`config.mk`:
```
export PLATFORM = sky130hd
export DESIGN_NAME = matrix_loader_flat
export DESIGN_NICKNAME = d
export VERILOG_FILES = /design/src/rtl/matrix_pkg.sv /design/src/rtl/matrix_loader_if.sv /design/src/rtl/matrix_loader_rc_counter.sv /design/src/rtl/matrix_loader.sv /design/src/flat_wrapper.sv
export SDC_FILE = /design/constraint.sdc
export NUM_CORES = 1
export LEC_CHECK = 0
export BUFFER_PORTS_ARGS = -buffer_cell sky130_fd_sc_hd__buf_2
export CAP_MARGIN = 25
export CORE_ASPECT_RATIO = 2
export CORE_UTILIZATION = 40
export DETAILED_ROUTE_END_ITERATION = 10
export MAX_ROUTING_LAYER = met4
export PLACE_DENSITY = 0.76
export SLEW_MARGIN = 20
export SYNTH_ARGS = -nofsm -noshare
export SYNTH_HDL_FRONTEND = slang
export SYNTH_SLANG_ARGS = --single-unit
```
`constraint.sdc`:
```
create_clock -name clk -period 5.36 [get_ports clk]
set_input_delay 1.072 -clock clk [delete_from_list [all_inputs] [get_ports clk]]
set_output_delay 1.072 -clock clk [all_outputs]
set_load 0.005 [all_outputs]
```
`src/rtl/matrix_pkg.sv`:
```
// rtl/matrix_pkg.sv - shared constants, loader state type and packed-row offset helpers
// Purpose: single source of matrix geometry so the loader and the determinant
//          units agree on where element (r,c) lives inside the packed rows bus.
// Contents: MAX_DIM, EW, CW constants; loader_state_e; row_msb/elem_msb/elem_lsb.
package matrix_pkg;

  localparam int MAX_DIM = 5;
  localparam int EW      = 8;
  localparam int CW      = 3;

  typedef enum logic [1:0] {
    ST_IDLE = 2'd0,
    ST_LOAD = 2'd1,
    ST_HOLD = 2'd2
  } loader_state_e;

  // Row 0 sits at the top of the bus; each row is max_dim elements wide.
  function automatic int row_msb(input int max_dim, input int ew, input int r);
    return (max_dim - r) * max_dim * ew - 1;
  endfunction

  // Column 0 is the most significant element of its row.
  function automatic int elem_msb(input int max_dim, input int ew, input int r, input int c);
    return row_msb(max_dim, ew, r) - c * ew;
  endfunction

  function automatic int elem_lsb(input int max_dim, input int ew, input int r, input int c);
    return elem_msb(max_dim, ew, r, c) - ew + 1;
  endfunction

endpackage

```
`src/rtl/matrix_loader_if.sv`:
```
// rtl/matrix_loader_if.sv - element input, matrix output and control bundle of the loader
// Purpose: groups the loader's handshake and status signals.
// Signals: dim/start (load request), in_data/in_valid/in_ready (element stream),
//          rows/mat_valid/mat_ready (matrix handoff), busy/err (status).
// Modports: master = producer/consumer environment, slave = matrix_loader.
interface matrix_loader_if #(
  parameter int MAX_DIM = matrix_pkg::MAX_DIM,
  parameter int EW      = matrix_pkg::EW
);

  logic [2:0]                   dim;
  logic                         start;
  logic [EW-1:0]                in_data;
  logic                         in_valid;
  logic                         in_ready;
  logic [MAX_DIM*MAX_DIM*EW-1:0] rows;
  logic                         mat_valid;
  logic                         mat_ready;
  logic                         busy;
  logic                         err;

  modport master (
    output dim, start, in_data, in_valid, mat_ready,
    input  in_ready, rows, mat_valid, busy, err
  );

  modport slave (
    input  dim, start, in_data, in_valid, mat_ready,
    output in_ready, rows, mat_valid, busy, err
  );

endinterface

```
`src/rtl/matrix_loader_rc_counter.sv`:
```
// rtl/matrix_loader_rc_counter.sv - row-major row/col counter with programmable wrap
// Purpose: tracks the (row,col) slot of the next element of a dim_q x dim_q load.
// Ports: clk, rst (sync, active-high), i_clear (restart at 0,0), i_advance (one
//        element accepted), i_dim_q (wrap point), o_row/o_col (current slot),
//        o_last (current slot is the final element).
module rc_counter
  import matrix_pkg::*;
(
  input  logic          clk,
  input  logic          rst,
  input  logic          i_clear,
  input  logic          i_advance,
  input  logic [CW-1:0] i_dim_q,
  output logic [CW-1:0] o_row,
  output logic [CW-1:0] o_col,
  output logic          o_last
);

  logic [CW-1:0] r_row;
  logic [CW-1:0] r_col;
  logic [CW-1:0] w_end;
  logic          w_col_end;
  logic          w_last;

  assign w_end     = i_dim_q - CW'(1);
  assign w_col_end = (r_col == w_end);
  assign w_last    = w_col_end && (r_row == w_end);

  // After the final element both counters return to 0 so they never exceed dim_q-1.
  always_ff @(posedge clk) begin
    if (rst || i_clear) begin
      r_row <= '0;
      r_col <= '0;
    end else if (i_advance) begin
      if (w_col_end) begin
        r_col <= '0;
        r_row <= w_last ? '0 : r_row + CW'(1);
      end else begin
        r_col <= r_col + CW'(1);
      end
    end
  end

  assign o_row  = r_row;
  assign o_col  = r_col;
  assign o_last = w_last;

endmodule

```
`src/rtl/matrix_loader.sv`:
```
// rtl/matrix_loader.sv - assembles a row-major element stream into zero-padded packed rows
// Purpose: IDLE/LOAD/HOLD producer for the determinant units' packed-row matrix bus.
// Ports: clk, rst (sync, active-high), bus (matrix_loader_if.slave):
//        dim/start request a load, in_data/in_valid/in_ready carry elements,
//        rows/mat_valid/mat_ready hand off the matrix, busy/err report status.
module matrix_loader
  import matrix_pkg::*;
#(
  parameter int MAX_DIM = matrix_pkg::MAX_DIM,
  parameter int EW      = matrix_pkg::EW
) (
  input  logic           clk,
  input  logic           rst,
  matrix_loader_if.slave bus
);

  localparam int RW    = MAX_DIM * MAX_DIM * EW;
  localparam int LSB_W = $clog2(RW);

  localparam logic [1:0]    S_IDLE  = ST_IDLE;
  localparam logic [1:0]    S_LOAD  = ST_LOAD;
  localparam logic [1:0]    S_HOLD  = ST_HOLD;
  localparam logic [CW-1:0] DIM_MIN = CW'(2);
  localparam logic [CW-1:0] DIM_MAX = CW'(MAX_DIM);

  logic [1:0]      r_state;
  logic [CW-1:0]   r_dim_q;
  logic [RW-1:0]   r_rows;
  logic            r_err;

  logic            w_dim_ok;
  logic            w_accept;
  logic            w_beat;
  logic [CW-1:0]   w_row;
  logic [CW-1:0]   w_col;
  logic            w_last;
  logic [LSB_W-1:0] w_lsb;

  assign w_dim_ok = (bus.dim >= DIM_MIN) && (bus.dim <= DIM_MAX);
  assign w_accept = (r_state == S_IDLE) && bus.start && w_dim_ok;
  assign w_beat   = (r_state == S_LOAD) && bus.in_valid;
  assign w_lsb    = LSB_W'(elem_lsb(MAX_DIM, EW, int'(w_row), int'(w_col)));

  rc_counter u_rc (
    .clk      (clk),
    .rst      (rst),
    .i_clear  (w_accept),
    .i_advance(w_beat),
    .i_dim_q  (r_dim_q),
    .o_row    (w_row),
    .o_col    (w_col),
    .o_last   (w_last)
  );

  always_ff @(posedge clk) begin
    if (rst) begin
      r_state <= S_IDLE;
      r_dim_q <= '0;
      r_rows  <= '0;
      r_err   <= 1'b0;
    end else begin
      r_err <= 1'b0;
      case (r_state)
        S_IDLE: begin
          if (bus.start) begin
            if (w_dim_ok) begin
              r_dim_q <= bus.dim;
              r_rows  <= '0;
              r_state <= S_LOAD;
            end else begin
              r_err <= 1'b1;
            end
          end
        end
        S_LOAD: begin
          if (w_beat) begin
            r_rows[w_lsb +: EW] <= bus.in_data;
            if (w_last) r_state <= S_HOLD;
          end
        end
        S_HOLD: begin
          // rows is left intact after handoff; only the next accepted start clears it.
          if (bus.mat_ready) r_state <= S_IDLE;
        end
        default: r_state <= S_IDLE;
      endcase
    end
  end

  assign bus.in_ready  = (r_state == S_LOAD);
  assign bus.mat_valid = (r_state == S_HOLD);
  assign bus.busy      = (r_state != S_IDLE);
  assign bus.rows      = r_rows;
  assign bus.err       = r_err;

endmodule

```
`src/flat_wrapper.sv`:
```
// flat-port wrapper written by rule: the top's interface ports become plain ports
module matrix_loader_flat import matrix_pkg::*;
#(
  parameter int MAX_DIM = matrix_pkg::MAX_DIM,
  parameter int EW      = matrix_pkg::EW
)
  (clk, rst, bus_dim, bus_start, bus_in_data, bus_in_valid, bus_mat_ready, bus_in_ready, bus_rows, bus_mat_valid, bus_busy, bus_err);
  matrix_loader_if #(.MAX_DIM(MAX_DIM), .EW(EW)) bus_i ();
  input  logic clk;
  input  logic rst;
  input wire logic [$bits(bus_i.dim)-1:0] bus_dim;
  input wire logic [$bits(bus_i.start)-1:0] bus_start;
  input wire logic [$bits(bus_i.in_data)-1:0] bus_in_data;
  input wire logic [$bits(bus_i.in_valid)-1:0] bus_in_valid;
  input wire logic [$bits(bus_i.mat_ready)-1:0] bus_mat_ready;
  output wire logic [$bits(bus_i.in_ready)-1:0] bus_in_ready;
  output wire logic [$bits(bus_i.rows)-1:0] bus_rows;
  output wire logic [$bits(bus_i.mat_valid)-1:0] bus_mat_valid;
  output wire logic [$bits(bus_i.busy)-1:0] bus_busy;
  output wire logic [$bits(bus_i.err)-1:0] bus_err;
  assign bus_i.dim = bus_dim;
  assign bus_i.start = bus_start;
  assign bus_i.in_data = bus_in_data;
  assign bus_i.in_valid = bus_in_valid;
  assign bus_i.mat_ready = bus_mat_ready;
  assign bus_in_ready = bus_i.in_ready;
  assign bus_rows = bus_i.rows;
  assign bus_mat_valid = bus_i.mat_valid;
  assign bus_busy = bus_i.busy;
  assign bus_err = bus_i.err;
  matrix_loader #(.MAX_DIM(MAX_DIM), .EW(EW)) u_core (.clk(clk), .rst(rst), .bus(bus_i));
endmodule
```
; ---- Yosys cells after proc, flatten, opt, wreduce, memory -nomap -nowiden
; Index checks and enable logic that the tools add are counted.
[word_totals]
inputBits = 16
out_inout_bits = 204
reg_bits = 212
elab_cells = 59
[classes]
n_reduce_logical = 14
n_addsub = 9
shift = 2
n_bitwise = 2
order_cmp = 2
mux = 14
n_eq_ne = 9
multipliers = 1
[ops]
columns = operator, count
row1 = $mux W200, 3
row2 = $pmux W200 S2, 1
row3 = $bwmux W200, 1
row4 = $shift A8 B10 Y200 const A, 1
row5 = $shiftx A8 B10 Y200, 1
row6 = $mul A32 B4 Y5 const B, 1
row7 = $mux W2, 5
row8 = $neg A8 Y10, 1
row9 = $add A8 B2 Y8 const B, 1
row10 = $sub A8 B2 Y8 const B, 1
row11 = $sub A8 B5 Y8 const B, 1
row12 = $sub A8 B7 Y8, 1
row13 = $add A3 B1 Y3 const B, 2
row14 = $eq A3 B3 Y1, 2
row15 = $mux W3, 2
row16 = $ne A2 B1 Y1 const B, 3
row17 = $pmux W2 S3, 1
row18 = $logic_and A1 B1 Y1, 5
row19 = $reduce_and A5 Y1, 1
row20 = $ne A2 B2 Y1 const B, 2
row21 = $reduce_and A4 Y1, 1
row22 = $reduce_bool A2 Y1, 2
row23 = $sub A3 B3 Y4 const A, 1
row24 = $ge A3 B2 Y1 const B, 1
row25 = 11 further kinds, 12

; ---- Longest topological paths before layout
[logic_depth]
ltp_word = 11
depth_mapped = 14
ltp_nobuf = 12

; ---- Cells and area by module
; A second synthesis with hierarchy kept.
[unflattened]
cells_unflattened = 798
area_unflattened_um2 = 8290.5
[modules_own_cells]
columns = module, seq_area_each_um2, area_per_inst_um2, n_inst, cells_per_inst
row1 = matrix_loader, 4124.0, 7858.8, 1, 759
row2 = rc_counter, 120.1, 431.7, 1, 39

; ---- Worst setup path before layout
; No wires, ideal clock.
[synth_path]
path_type = register to register
from = register u_core.u_rc.r_row[1], in the netlist u_core.u_rc.o_row[1]
to = register u_core.r_rows[142], in the netlist u_core.bus.rows[142]
required_time_ns = 5.297
slack_ns = 1.967
path_buffers = 2
synth_period_minus_slack_ns = 3.393
arrival_ns = 3.330
setup_ns = 0.063
path_stages_with_launch = 14
cell_sequence = dfxtp_1 -> inv_1 -> fa_1 -> ha_1 -> inv_1 -> ha_1 -> o2bb2ai_2 -> mux2_2 -> or3_1 -> a21oi_2 -> or2_1 -> buf_2 -> buf_6 -> a32o_1
[synth_via]
elab_chain_cells = 11
elab_cells_between_ends = 12
classes_between = 6 x add/sub / 1 x mul / 2 x shift / 3 x mux
[synth_lines]
columns = item, line_no
row1 = "start, declared", matrix_loader_rc_counter.sv:19  ; logic [CW-1:0] r_row;
row2 = "start signal, assigned", matrix_loader_rc_counter.sv:37  ; r_row <= w_last ? '0 : r_row + CW'(1);
row3 = $sub A3 B3 Y4 (*), matrix_pkg.sv:19  ; return (max_dim - r) * max_dim * ew - 1;
row4 = $mul A32 B4 Y5 (*), matrix_pkg.sv:19
row5 = $sub A8 B2 Y8 (*), matrix_pkg.sv:19
row6 = $sub A8 B7 Y8 (*), matrix_pkg.sv:24  ; return row_msb(max_dim, ew, r) - c * ew;
row7 = $sub A8 B5 Y8 (*), matrix_pkg.sv:28  ; return elem_msb(max_dim, ew, r, c) - ew + 1;
row8 = $add A8 B2 Y8 (*), matrix_pkg.sv:28
row9 = $neg A8 Y10 (*), matrix_loader.sv:77  ; r_rows[w_lsb +: EW] <= bus.in_data;
row10 = $shiftx A8 B10 Y200 or $shift A8 B10 Y200 (tied branches), matrix_loader.sv:77
row11 = $bwmux W200 (*), matrix_loader.sv:77
row12 = $mux W200 (*), matrix_loader.sv:76  ; if (w_beat) begin
row13 = $pmux W200 S2 (*), matrix_loader.sv:63  ; case (r_state)
row14 = "end signal, assigned by index", matrix_loader.sv:77
row15 = "end, declared", matrix_loader.sv:28  ; logic [RW-1:0] r_rows;
; Every way passes the cells marked *; elsewhere a longest branch is shown, timed or not. The select of a mux whose other input is x is not followed.
; A chain may end at the register's enable or synchronous reset.

; ---- Worst setup path in the final report
[layout_path]
from = register u_core.u_rc.r_row[1], in the netlist u_core.u_rc.o_row[1]
to = register u_core.r_rows[171], in the netlist u_core.bus.rows[171]
; Same word-level chain as after synthesis.

==> key figures <==
STA
  • Period utilisation layout: 0.808
  • Maximum clock frequency: 231 MHz
  • Relative slew slack: 0.355
  • Clock Skew: 0.0100 ns
  • Final setup violation count: 0
  • Max Slew Vio Count: 0
  • Fin crit period: 4.33 ns
  • Least-Margin Pin Slew: 0.944 ns
  • Final Hold Vio Count: 0
  • Setup TNS: 0 ns
  • RSZ-0062 raised after global routing: false

Clocking
  • Root Driver: clkbuf_16
  • Post-CTS sizing: 0
  • CTS H-tree depth: 1
  • Worst-Skew Late Latency: 0.50 ns
  • Clock Pin Slew Worst Setup and Hold Paths: 0.07 ns
  • Number of CTS-inserted buffers: 20
  • Clock sinks: 212
  • Cts hold-fix bufs: 0
  • Clk buf depth: 3
  • Post CTS Setup Buffer Count: 0
  • CTS tree: yes

Critical path
  • CP Max Fanout: 23
  • CP max stage cell: xnor2_1
  • Worst r2r path cells: 12
  • End of the worst register-to-register path: u_core.bus.rows[171]$_SDFFE_PP0P_
  • Critical R2R Launch: u_core.u_rc.o_row[1]$_SDFFE_PP0P_
  • Critical Path RT: 5.79 ns
  • Critical path startpoint category: flop
  • Worst EP arrival: 4.76 ns
  • Max incr delay on CP: 0.74 ns
  • Buf/Inv on CP: 2
  • Worst setup EP type: flop
  • CP endpoint: u_core.bus.rows[171]$_SDFFE_PP0P_
  • CP cell instances: inv_1, fa_1, ha_1, inv_1, ha_1, o211ai_1, nand2_1, xnor2_1, nand3_1, a21oi_2, or2_1, a32o_1
  • Worst setup path start: u_core.u_rc.o_row[1]$_SDFFE_PP0P_
  • R2R setup slack: 1.03 ns
  • Crit path kind: reg2reg
  • Levels on crit path: 12
  • Worst path top cell family by delay: adder cells

Route
  • WL final: 25,300 um
  • Iter 0 DRT Violations: 379
  • Pre-antenna DRT Iters: 5
  • Post-DRT Antenna Nets: 0
  • DRC violations left: 0
  • DR vias/cell: 5.56
  • Vias: 6,983
  • Avg WL per Cell: 20.2 um

Layout
  • Share of layout cells above drive strength 1: 0.281
  • Area of the multi-input gates: 3490 um^2
  • Filler Cell Count: 1,799
  • Post-route cell area: 9960 um^2
  • Inserted Diodes: 0
  • Area growth syn-to-layout: 25.1%
  • Area of all sequential standard cells: 4240 um^2
  • Commonest non-fill, non-tap cell in the layout: buf_2
  • Most frequent cells in the layout: 220 x buf_2, 212 x dfxtp_1, 80 x nand2_1
  • Final cell count without fillers: 1,255
  • Layout Nets: 1,015

Floorplan
  • Core Box Area: 19,400 um^2
  • Die ar.: 20,500 um^2
  • Chip height: 201 um
  • Number of cell rows: 72
  • Chip width: 102 um
  • I/O pin count: 220
  • Initial cell density of the core: 0.411

Power and ir drop
  • Leakage Power: 4.42 nW
  • Peak VDD IR: 0.230 mV
  • PwrDens: 334 nW/um^2

Run
  • MaxCap Viol Count: 0

Synth
  • Synth unique cells: 57
  • Cells after synthesis: 771
  • Yosys reg bits: 212
  • Yosys warns: 0
  • Post-synth top flop: dfxtp_1
  • Cell Area, Synth: 7960 um^2
  • Syn Area/Cell: 10.3 um^2
  • Syn Nets: 804
  • EDFF count, synth: 0
  • Sequential area share after synthesis: 0.533
  • Ys async rst share: 0

Place
  • DP Area: 9260 um^2
  • Placer Congestion: 0.942
  • IO buf count: 219
  • DP Cell Count: 1,219
  • Post-DP HPWL: 18,800 um

Global route
  • Vias in the first global route: 6,748
  • Largest net degree at the start of global routing: 35
  • First-pass GRT wire length: 38,800 um
  • Total congestion overflow: 0
  • Global Route Usage Sum: 0.253
  • Initial antenna violation count: 0

Outcome
  • Status: complete, no violations

Worst hold path
  • Worst hold path type: reg2reg
[synth_stat cells, drive strengths merged, types with 3 or more instances]
cell     count  area, um^2
a22o        67         587
nor2b       18         113
mux2i        4        40.0
inv         15        56.3
a22oi       16         120
dfxtp      212        4240
and2         5        33.8
nor3        15        96.4
or2          4        25.0
nand4        4        25.0
xnor2        9        97.6
a31oi        6        37.5
a41oi        6        52.6
nand2       81         307
nor2        49         191
xor2         9        97.6
clkbuf      21        78.8
buf         16        88.8
nand3       10        55.1
o21ai       51         259
ha          15         188
a32o        33         330
nand2b      13        81.3
a2bb2o       6        60.1
o2bb2ai     34         304
o22ai        3        18.8
and3        13        81.3
a21oi       15        82.6
or3          5        31.3
[through the flow]
step / setup slack, ns / hold WS [ns] / total power (W) / util
CTS: 1.08 / 0.453 / 0.00335 / 0.514
floorplan: 1.97 / 0.449 / 0.00179 / -
global placement: 0.808 / 0.429 / 0.00187 / 0.478
global route: 0.763 / 0.473 / 0.00343 / 0.514
detailed placement: 1.15 / 0.439 / 0.00188 / 0.478
finish: 1.03 / 0.453 / 0.00333 / 0.514
[sequential cells by signal, indices dropped and copies added, names as in the netlist]
name and count:
u_core.u_rc.o_col 3, u_core.r_state 2, u_core.r_dim_q 3, u_core.u_rc.o_row 3, u_core.bus.rows 200, u_core.bus.err 1
[worst min path at each step]
stage / startpoint / endpoint / slack, ns / depth (start not counted)
3_3_place_gp: u_core.bus.rows[75]$_SDFFE_PP0P_ / u_core.bus.rows[75]$_SDFFE_PP0P_ / 0.43 / 2
2_1_floorplan: u_core.bus.rows[143]$_SDFFE_PP0P_ / u_core.bus.rows[143]$_SDFFE_PP0P_ / 0.45 / 2
6_report: u_core.bus.rows[145]$_SDFFE_PP0P_ / u_core.bus.rows[145]$_SDFFE_PP0P_ / 0.45 / 2
4_1_cts: u_core.bus.rows[23]$_SDFFE_PP0P_ / u_core.bus.rows[23]$_SDFFE_PP0P_ / 0.45 / 2
5_1_grt: u_core.bus.rows[11]$_SDFFE_PP0P_ / u_core.bus.rows[11]$_SDFFE_PP0P_ / 0.47 / 1
3_5_place_dp: u_core.bus.rows[23]$_SDFFE_PP0P_ / u_core.bus.rows[23]$_SDFFE_PP0P_ / 0.44 / 2
[metal layers]
layer,vias up,routed length [um],GRT usage
met5,-,0,-
met4,0,1220,0.128
met3,64,1330,0.0295
met2,294,13200,0.442
met1,3350,9620,0.275
li1,3275,-,-
[report_power, final]
part	leakage (nW)	switching, W	internal [W]
registers	1.71	0.00000404	0.00158
logic	2.37	0.000200	0.0000585
clock network	0.339	0.000612	0.000873
[cell families after synthesis]
group                      after synthesis  synth area share
adders and majority gates               17            0.0286
and+or+nand+nor                        220             0.135
xor gates and xnor gates                18            0.0245
buffers and inverters                   52            0.0281
DFF                                    212             0.533
muxes                                    6           0.00786
AOI/OAI and AO/OA                      246             0.242
[cell type report]
class,count,share of cell area
sequential,212,0.426
clock buffer,27,0.0591
multi-input combinational,507,0.351
clock inverter,9,0.0108
tap,259,0.0325
inverter,15,0.00566
timing repair buffer,226,0.115
[worst reg2reg max path, stage by stage (launching register included)]
cell	delay (ns)
dfxtp_1	0.41
inv_1	0.11
fa_1	0.49
ha_1	0.28
inv_1	0.04
ha_1	0.39
o211ai_1	0.14
nand2_1	0.13
xnor2_1	0.75
nand3_1	0.20
a21oi_2	0.30
or2_1	0.74
a32o_1	0.28
No activity file was read; power rests on OpenSTA's default activity.
